<file path="src/rtl/vga_pkg.sv">
// Shared VGA timing presets, line-total helpers and colour channel expansion
// for the vga_timing_gen raster generator.
package vga_pkg;

  typedef struct packed {
    logic [11:0] h_active;
    logic [11:0] h_fp;
    logic [11:0] h_sync;
    logic [11:0] h_bp;
    logic [11:0] v_active;
    logic [11:0] v_fp;
    logic [11:0] v_sync;
    logic [11:0] v_bp;
  } vga_timing_t;

  localparam vga_timing_t VGA_640x480_60 = '{12'd640, 12'd16, 12'd96, 12'd48,
                                             12'd480, 12'd10, 12'd2, 12'd33};
  localparam vga_timing_t VGA_800x600_60 = '{12'd800, 12'd40, 12'd128, 12'd88,
                                             12'd600, 12'd1, 12'd4, 12'd23};

  function automatic int line_total(input int act, input int fp, input int sync, input int bp);
    return act + fp + sync + bp;
  endfunction

  function automatic int h_total(input vga_timing_t t);
    return line_total(int'(t.h_active), int'(t.h_fp), int'(t.h_sync), int'(t.h_bp));
  endfunction

  function automatic int v_total(input vga_timing_t t);
    return line_total(int'(t.v_active), int'(t.v_fp), int'(t.v_sync), int'(t.v_bp));
  endfunction

  localparam int VGA_640x480_H_TOTAL = h_total(VGA_640x480_60);
  localparam int VGA_640x480_V_TOTAL = v_total(VGA_640x480_60);

  // Replicates the low bpc bits of value MSB-first across 10 bits; the last
  // copy is truncated at the LSB end.
  function automatic logic [9:0] expand_chan(input logic [9:0] value, input int bpc);
    logic [9:0] res;
    logic [9:0] sh;
    res = '0;
    for (int i = 0; i < 10; i++) begin
      sh = value >> (bpc - 1 - (i % bpc));
      res[9 - i] = sh[0];
    end
    return res;
  endfunction

endpackage

</file>
<file path="src/rtl/vga_delay_line.sv">
// Enabled shift register of configurable width and depth; DEPTH=0 is a wire.
module vga_delay_line import vga_pkg::*; #(
  parameter int               WIDTH   = 1,
  parameter int               DEPTH   = 1,
  parameter logic [WIDTH-1:0] RST_VAL = '0
) (
  input  logic             CLOCK_50,
  input  logic             resetn,
  input  logic             en,
  input  logic [WIDTH-1:0] din,
  output logic [WIDTH-1:0] dout
);

  if (DEPTH == 0) begin : g_pass
    assign dout = din;
  end else begin : g_shift
    logic [WIDTH-1:0] stages [DEPTH];

    // NOTE: every stage is reset, not just the tail: the contents feed sync
    // outputs directly and must come up inactive after a mid-frame abort.
    always_ff @(posedge CLOCK_50 or negedge resetn) begin
      if (!resetn) begin
        for (int i = 0; i < DEPTH; i++) stages[i] <= RST_VAL;
      end else if (en) begin
        stages[0] <= din;
        for (int i = 1; i < DEPTH; i++) stages[i] <= stages[i-1];
      end
    end

    assign dout = stages[DEPTH-1];
  end

endmodule

</file>
<file path="src/rtl/vga_timing_gen.sv">
// Parametrised VGA raster timing generator on a CLOCK_50 pixel-tick enable.
// Optional `VGA_TEST_PATTERN_EN adds a test_mode input selecting 8 colour bars.
// The board DAC path is only supported for CLK_DIV >= 2.
module vga_timing_gen import vga_pkg::*; #(
  parameter int CLK_DIV     = 2,
  parameter int H_ACTIVE    = 640,
  parameter int H_FP        = 16,
  parameter int H_SYNC      = 96,
  parameter int H_BP        = 48,
  parameter int V_ACTIVE    = 480,
  parameter int V_FP        = 10,
  parameter int V_SYNC      = 2,
  parameter int V_BP        = 33,
  parameter bit HS_POL      = 1'b0,
  parameter bit VS_POL      = 1'b0,
  parameter int SCALE_SHIFT = 1,
  parameter int BPC         = 1,
  parameter int PIX_LAT     = 1
) (
  input  logic             CLOCK_50,
  input  logic             resetn,
`ifdef VGA_TEST_PATTERN_EN
  input  logic             test_mode,
`endif
  input  logic [3*BPC-1:0] color,
  output logic [10:0]      x,
  output logic [10:0]      y,
  output logic             active,
  output logic             pix_tick,
  output logic             frame_start,
  output logic             line_start,
  output logic [9:0]       VGA_R,
  output logic [9:0]       VGA_G,
  output logic [9:0]       VGA_B,
  output logic             VGA_HS,
  output logic             VGA_VS,
  output logic             VGA_BLANK,
  output logic             VGA_SYNC,
  output logic             VGA_CLK
);

  localparam int H_TOTAL = line_total(H_ACTIVE, H_FP, H_SYNC, H_BP);
  localparam int V_TOTAL = line_total(V_ACTIVE, V_FP, V_SYNC, V_BP);

  if (SCALE_SHIFT > 3 || H_TOTAL > 2048 || V_TOTAL > 2048 || PIX_LAT > 7 ||
      CLK_DIV < 1 || CLK_DIV > 15 || BPC < 1 || BPC > 10) begin : g_bad_params
    $error("vga_timing_gen: illegal parameter set");
  end

  localparam logic [3:0]  DIV_LAST = 4'(CLK_DIV - 1);
  localparam logic [3:0]  DIV_HALF = 4'(CLK_DIV / 2);
  localparam logic [10:0] H_LAST   = 11'(H_TOTAL - 1);
  localparam logic [10:0] V_LAST   = 11'(V_TOTAL - 1);
  localparam logic [11:0] H_VIS    = 12'(H_ACTIVE);
  localparam logic [11:0] V_VIS    = 12'(V_ACTIVE);
  localparam logic [11:0] HS_START = 12'(H_ACTIVE + H_FP);
  localparam logic [11:0] HS_END   = 12'(H_ACTIVE + H_FP + H_SYNC);
  localparam logic [11:0] VS_START = 12'(V_ACTIVE + V_FP);
  localparam logic [11:0] VS_END   = 12'(V_ACTIVE + V_FP + V_SYNC);

  logic [3:0]  div_cnt, div_nxt;
  logic        tick;
  logic [10:0] hcount, vcount;
  logic        hs_q, vs_q;

  assign tick    = (div_cnt == DIV_LAST);
  assign div_nxt = tick ? 4'd0 : div_cnt + 4'd1;

  // NOTE: all state here uses non-blocking assignments so every register
  // samples pre-edge values regardless of statement order.
  always_ff @(posedge CLOCK_50 or negedge resetn) begin
    if (!resetn) begin
      div_cnt  <= '0;
      pix_tick <= 1'b0;
    end else begin
      div_cnt  <= div_nxt;
      pix_tick <= tick;
    end
  end

  if (CLK_DIV == 1) begin : g_clk_bypass
    // A divided clock cannot exist here; the DAC gets CLOCK_50 inverted once running.
    logic run_q;
    always_ff @(posedge CLOCK_50 or negedge resetn) begin
      if (!resetn) run_q <= 1'b0;
      else         run_q <= 1'b1;
    end
    assign VGA_CLK = run_q & ~CLOCK_50;
  end else begin : g_clk_div
    logic clk_q;
    always_ff @(posedge CLOCK_50 or negedge resetn) begin
      if (!resetn) clk_q <= 1'b0;
      else         clk_q <= (div_nxt < DIV_HALF);
    end
    assign VGA_CLK = clk_q;
  end

`ifdef VGA_TEST_PATTERN_EN
  localparam int DL_W = 6;
  logic [2:0] bar_q, bar_d;
`else
  localparam int DL_W = 3;
`endif

  // Raster counters; the dot outputs capture the pre-update counter values.
  always_ff @(posedge CLOCK_50 or negedge resetn) begin
    if (!resetn) begin
      hcount      <= '0;
      vcount      <= '0;
      x           <= '0;
      y           <= '0;
      active      <= 1'b0;
      frame_start <= 1'b0;
      line_start  <= 1'b0;
      hs_q        <= 1'b0;
      vs_q        <= 1'b0;
`ifdef VGA_TEST_PATTERN_EN
      bar_q       <= '0;
`endif
    end else if (tick) begin
      x           <= hcount >> SCALE_SHIFT;
      y           <= vcount >> SCALE_SHIFT;
      active      <= ({1'b0, hcount} < H_VIS) && ({1'b0, vcount} < V_VIS);
      frame_start <= (hcount == '0) && (vcount == '0);
      line_start  <= (hcount == '0);
      hs_q        <= ({1'b0, hcount} >= HS_START) && ({1'b0, hcount} < HS_END);
      vs_q        <= ({1'b0, vcount} >= VS_START) && ({1'b0, vcount} < VS_END);
`ifdef VGA_TEST_PATTERN_EN
      bar_q       <= 3'((32'(hcount) * 8) / H_ACTIVE);
`endif
      if (hcount == H_LAST) begin
        hcount <= '0;
        vcount <= (vcount == V_LAST) ? '0 : vcount + 11'd1;
      end else begin
        hcount <= hcount + 11'd1;
      end
    end
  end

  logic [DL_W-1:0] dl_din, dl_dout;
  logic            hs_d, vs_d, blank_d;

`ifdef VGA_TEST_PATTERN_EN
  assign dl_din = {hs_q, vs_q, active, bar_q};
  assign {hs_d, vs_d, blank_d, bar_d} = dl_dout;
`else
  assign dl_din = {hs_q, vs_q, active};
  assign {hs_d, vs_d, blank_d} = dl_dout;
`endif

  // PIX_LAT stages here plus the output register below give PIX_LAT+1 in total.
  vga_delay_line #(
    .WIDTH   (DL_W),
    .DEPTH   (PIX_LAT),
    .RST_VAL ('0)
  ) u_delay (
    .CLOCK_50 (CLOCK_50),
    .resetn   (resetn),
    .en       (tick),
    .din      (dl_din),
    .dout     (dl_dout)
  );

  logic [9:0] r_exp, g_exp, b_exp;

  // NOTE: defaults are assigned first so no path leaves a channel unassigned.
  always_comb begin
    r_exp = expand_chan(10'(color[3*BPC-1 -: BPC]), BPC);
    g_exp = expand_chan(10'(color[2*BPC-1 -: BPC]), BPC);
    b_exp = expand_chan(10'(color[BPC-1:0]), BPC);
`ifdef VGA_TEST_PATTERN_EN
    if (test_mode) begin
      r_exp = {10{bar_d[2]}};
      g_exp = {10{bar_d[1]}};
      b_exp = {10{bar_d[0]}};
    end
`endif
  end

  logic hs_o, vs_o;

  always_ff @(posedge CLOCK_50 or negedge resetn) begin
    if (!resetn) begin
      hs_o      <= 1'b0;
      vs_o      <= 1'b0;
      VGA_BLANK <= 1'b0;
      VGA_R     <= '0;
      VGA_G     <= '0;
      VGA_B     <= '0;
    end else if (tick) begin
      hs_o      <= hs_d;
      vs_o      <= vs_d;
      VGA_BLANK <= blank_d;
      VGA_R     <= blank_d ? r_exp : '0;
      VGA_G     <= blank_d ? g_exp : '0;
      VGA_B     <= blank_d ? b_exp : '0;
    end
  end

  assign VGA_HS   = hs_o ? HS_POL : ~HS_POL;
  assign VGA_VS   = vs_o ? VS_POL : ~VS_POL;
  assign VGA_SYNC = 1'b1;

endmodule

</file>
<file path="config.mk">
export PLATFORM = sky130hd
export DESIGN_NAME = vga_timing_gen
export DESIGN_NICKNAME = d
export VERILOG_FILES = /design/src/rtl/vga_pkg.sv /design/src/rtl/vga_delay_line.sv /design/src/rtl/vga_timing_gen.sv
export SDC_FILE = /design/constraint.sdc
export NUM_CORES = 1
export LEC_CHECK = 0
export CAP_MARGIN = 20
export CORE_MARGIN = 5
export CORE_UTILIZATION = 50
export DETAILED_ROUTE_END_ITERATION = 16
export PLACE_DENSITY = 0.79
export SLEW_MARGIN = 20
export SYNTH_ARGS = -nofsm -noshare
export SYNTH_HDL_FRONTEND = slang
export SYNTH_SLANG_ARGS = --single-unit
</file>
<file path="constraint.sdc">
create_clock -name CLOCK_50 -period 2.4 [get_ports CLOCK_50]
set_clock_uncertainty 0.2 [all_clocks]
set_input_delay 0.24 -clock CLOCK_50 [delete_from_list [all_inputs] [get_ports CLOCK_50]]
set_output_delay 0.24 -clock CLOCK_50 [all_outputs]
set_load 0.005 [all_outputs]
</file>
# After elaboration in Yosys (flattened, before gate mapping)
# Index checks and enable logic that the tools add are counted.
# Widths: inputs -> output; s select.
# op_classes
add_sub_neg,3
n_lt_le_gt_ge,7
eq_ne,3
muxes,8
n_reduce_logical,7
# ops
op,count
$mux 10,3
$add 11x1->11 const B,2
$eq 11x10->1 const B,2
$logic_not 11->1,2
$lt 11x10->1 const B,2
$lt 11x9->1 const B,2
$mux 11,2
$ge 11x10->1 const B,1
$ge 11x9->1 const B,1
$add 4x1->4 const B,1
$eq 4x1->1 const B,1
$logic_and 1x1->1,4
$lt 4x1->1 const B,1
$mux 4,1
$mux 1,2
$reduce_and 2->1,1
# totals
regBits,89
in_bits,5
out_inout_bits,61
elab_cells,47

# Logic depth before layout (Yosys ltp)
# depth
ltp_word,3
ltp_mapped,8
mapped_depth_nobuf,6

# Modules after synthesis
# From an unflattened synthesis, not the netlist that was laid out.
# unflattened
cells_unflattened,311
hier_area_um2,2952.8
# modules_own_cells
module,instances,cells_per_inst,area_per_inst_um2,seq_area_each_um2
vga_timing_gen,1,305,2844.0,1476.4
vga_delay_line,1,6,108.9,75.1

# Worst setup path before layout
# OpenSTA, ideal clock, no wires.
# synth_path
path_kind,reg2reg
start,reg div_cnt[1]
end,reg hcount[5]
setup_ns,0.125
arrival_ns,1.764
required_time_ns,2.075
slack_ns,0.311
stages_incl_launch_ff,8
n_path_buf,2
synth_period_minus_slack_ns,2.089
cell_sequence,dfrtp_1 -> or4b_1 -> buf_2 -> inv_2 -> buf_6 -> nand4_2 -> nor2_1 -> mux2_2
# synth_between
elab_chain_len,1
# synth_rtl
item,line,rtl
from (decl),vga_timing_gen.sv:61,"logic [3:0] div_cnt, div_nxt;"
from (signal assigned),vga_timing_gen.sv:76,div_cnt <= div_nxt;
$eq 4x1->1,vga_timing_gen.sv:66,assign tick = (div_cnt == DIV_LAST);
to (signal assigned),vga_timing_gen.sv:135,hcount <= hcount + 11'd1;
to (decl),vga_timing_gen.sv:63,"logic [10:0] hcount, vcount;"
# Every way passes these cells.
# A chain may end at the register's enable or synchronous reset.

# Worst setup path in the final report
# layout_path
start,reg div_cnt[1]
end,reg vcount[5]
# layout_between
elab_chain_len,2
# layout_rtl
item,line,rtl
$eq 4x1->1,vga_timing_gen.sv:66,
$reduce_and 2->1 (no line),-,
to (signal assigned),vga_timing_gen.sv:133,vcount <= (vcount == V_LAST) ? '0 : vcount + 11'd1;
to (decl),vga_timing_gen.sv:63,
# Every way passes these cells.

==> flow_summary.toml <==
[global_route]
grt_pass1_vias = 2178
grt_use_total_pct = 17.6
grt_pass1_wl_um = 10500
grt_overflow = 0
grt_max_degree = 63
antenna_found_initial = 0

[place]
io_buffers = 62
dp_hpwl_um = 4240
gp_congestion = 0.861
pre_cts_slack_ns = 0.180

[critical_path]
critPathMaxStageDelay_ns = 0.57
critPathKind = "flip-flop to flip-flop"
critPathBufInv = 2
end_kind = "flip-flop"
required_ns = 2.46
cp_data_arrival_time_ns = 2.29
cp_max_fo = 9
startpoint_type = "flip-flop"
cp_slowest_cell = "or4b_1"
r2r_slack_ns = 0.17
path_cells = "or4b_1 -> inv_2 -> and4_1 -> buf_4 -> nand3_2 -> mux2i_1"
cp_top_family = "simple AND/OR/NAND/NOR gates"

[routing]
first_pass_iters = 5
route.final.wire_length_um = 6150
vias_per_cell = 5.22
drt-initial-drc-count = 176
wl_per_cell_um = 14.1
vias = 2282
drc = 0
ant_nets = 0

[clock_network]
cts_made_buffers = 9
clock_sinks = 62
clk_latency_ns = 0.34
clockBufferDepth = 2
root_buffer = "clkbuf_8"
cts_resized = 0
cts_tree = "done"
htree_levels = 3
post_cts_buffers = 0
clkSlewWorstSetupHoldPaths_ns = 0.07
holdBufCountCts = 1

[floorplanning]
rows = 28
die_width_um = 87.7
dieHeight_um = 87.7
ioPinCount = 66
die_area_um2 = 7690
start_util_pct = 51.3
core-area_um2 = 5890

[cells_and_area]
antenna_cells = 0
drive_above_1_share_pct = 7.46
final_common_cell = "nand2_1"
final_nets = 366
fillCellCount = 500
final_cell_mix = "nand2_1, dfrtp_1, clkdlybuf4s50_1"
area_growth_pct = 22.3

[power_and_ir_drop]
powerDensity_nw_per_um2 = 596
leakage_nw = 1.74
ir_drop_uv = 308

[logic_synthesis]
ys_warn_count = 0
yosys_most_used_dff = "dfrtp_1"
netlist.area_leader.share_pct = 51.4
synth-async-reset-ratio_pct = 100
yosysSeqAreaShare_pct = 51.4
yosysTopAreaCell = "dfrtp_1"
synth_area_leaders = "dfrtp_1, nand2_1, buf_4, nand3_1, xnor2_1"
synth_cell_type_count = 42
synth_seq_cells = 62
netlist_instances = 324
syn_area_per_cell_um2 = 9.32
synth_edf_count = 0
syn-cell-area_um2 = 3020

[sta]
worst_pin_slew_ns = 0.767
rsz0062_at_grt = "no"
relSlewSlack_pct = 48.9
setup_violations = 0
finalHoldViolations = 0
holdWs_ns = 0.243
fin_crit_sh_pct = 93.1
worst_slack_ns = 0.166
finalSetupTns_ns = 0
fmax_ghz = 0.448
slew_viol_final = 0
period_needed_ns = 2.23

[run_status]
status = "completed"

[hold_path]
hp-class = "input pin to flip-flop"

[job]
drv_cap = 0
final timing paths:
kind,from,end,depth (start not counted)
min,color[2],VGA_R[8],3
max,div_cnt[1],vcount[5],6
max reg2reg,div_cnt[1],vcount[5],6
min reg2reg,hs_q,u_delay.dout[2],2
min in group asynchronous,resetn,y[3],3
max in group asynchronous,resetn,div_cnt[0],3
registers in the layout, summed over array words and instances (netlist names):
register      count
hs_o              1
VGA_CLK           1
hs_q              1
vs_o              1
VGA_BLANK         1
VGA_G             1
frame_start       1
VGA_B             1
hcount           11
pix_tick          1
y                10
active            1
vs_q              1
line_start        1
x                10
div_cnt           4
VGA_R             1
vcount           11
u_delay.dout      3
through the flow:
stage / std cells / power (W) / util (%) / instance area [um^2]
floorplan: 325 / 0.00112 / - / 3020
global placement: 420 / 0.00116 / 58.6 / 3450
detailed placement: 420 / 0.00116 / 58.6 / 3450
CTS: 437 / 0.00222 / 62.8 / 3690
global route: 437 / 0.00227 / 62.8 / 3690
finish: 437 / 0.00220 / 62.8 / 3690
worst min-delay path: stages:
cell,delay [ns]
clkdlybuf4s50_1,0.40
nand3_1,0.06
nand2_1,0.05
area by class of cell:
cell class                      instances  area (um^2)  share of cell area, %
Multi-Input combinational cell        203         1100                   29.8
Clock inverter                          3         65.1                   1.76
Sequential cell                        62         1550                   42.0
Timing Repair Buffer                   68          663                   18.0
Clock buffer                           13          169                   4.57
Tap cell                               75         93.8                   2.54
Inverter                               13         48.8                   1.32
cell families (layout without fill, tap and decap cells):
kind of cell	after synthesis	in the layout	synth area share [%]
compound gates	31	31	6.34
xor+xnor	10	10	2.90
fa+ha+maj	4	4	1.66
buf+inv	60	97	12.2
flops	62	62	51.4
mux	6	6	2.03
other cells	2	3	0.249
simple gates	149	149	23.2
per-layer routing:
metal	GRT usage [%]	part of all wire (%)	vias to the layer above	wire length (um)
met5	0	0	-	0
met4	7.95	1.6	0	96
met3	5.08	7.4	7	453
met2	27.0	47	65	2890
met1	23.3	44	1105	2710
li1	-	-	1105	-
where the power goes:
group | internal, W | leakage (nW) | total (W) | switching, W
Combinational | 0.0000496 | 0.804 | 0.0000846 | 0.0000351
Sequential | 0.00105 | 0.817 | 0.00105 | 0.00000616
Clock | 0.000669 | 0.120 | 0.00106 | 0.000393
Total | 0.00177 | 1.74 | 0.00220 | 0.000435
cell usage after synthesis, types with 2 or more instances:
master and count:
nor2_1 9, nand2b_1 2, o21ai_0 12, or3_1 2, conb_1 2, o41ai_1 3
nand2_1 87, nand4_1 7, xor2_1 3, nor3_1 3, dfrtp_1 62, a21oi_1 7
nand3_1 19, mux2i_1 5, buf_4 31, and4_1 4, clkbuf_1 7, nand4_2 2
inv_1 12, xnor2_1 7, and3_1 5, ha_1 4, o211ai_1 2, and2_1 3
o22ai_1 2, buf_2 6
(Power assumes the default switching activity.)
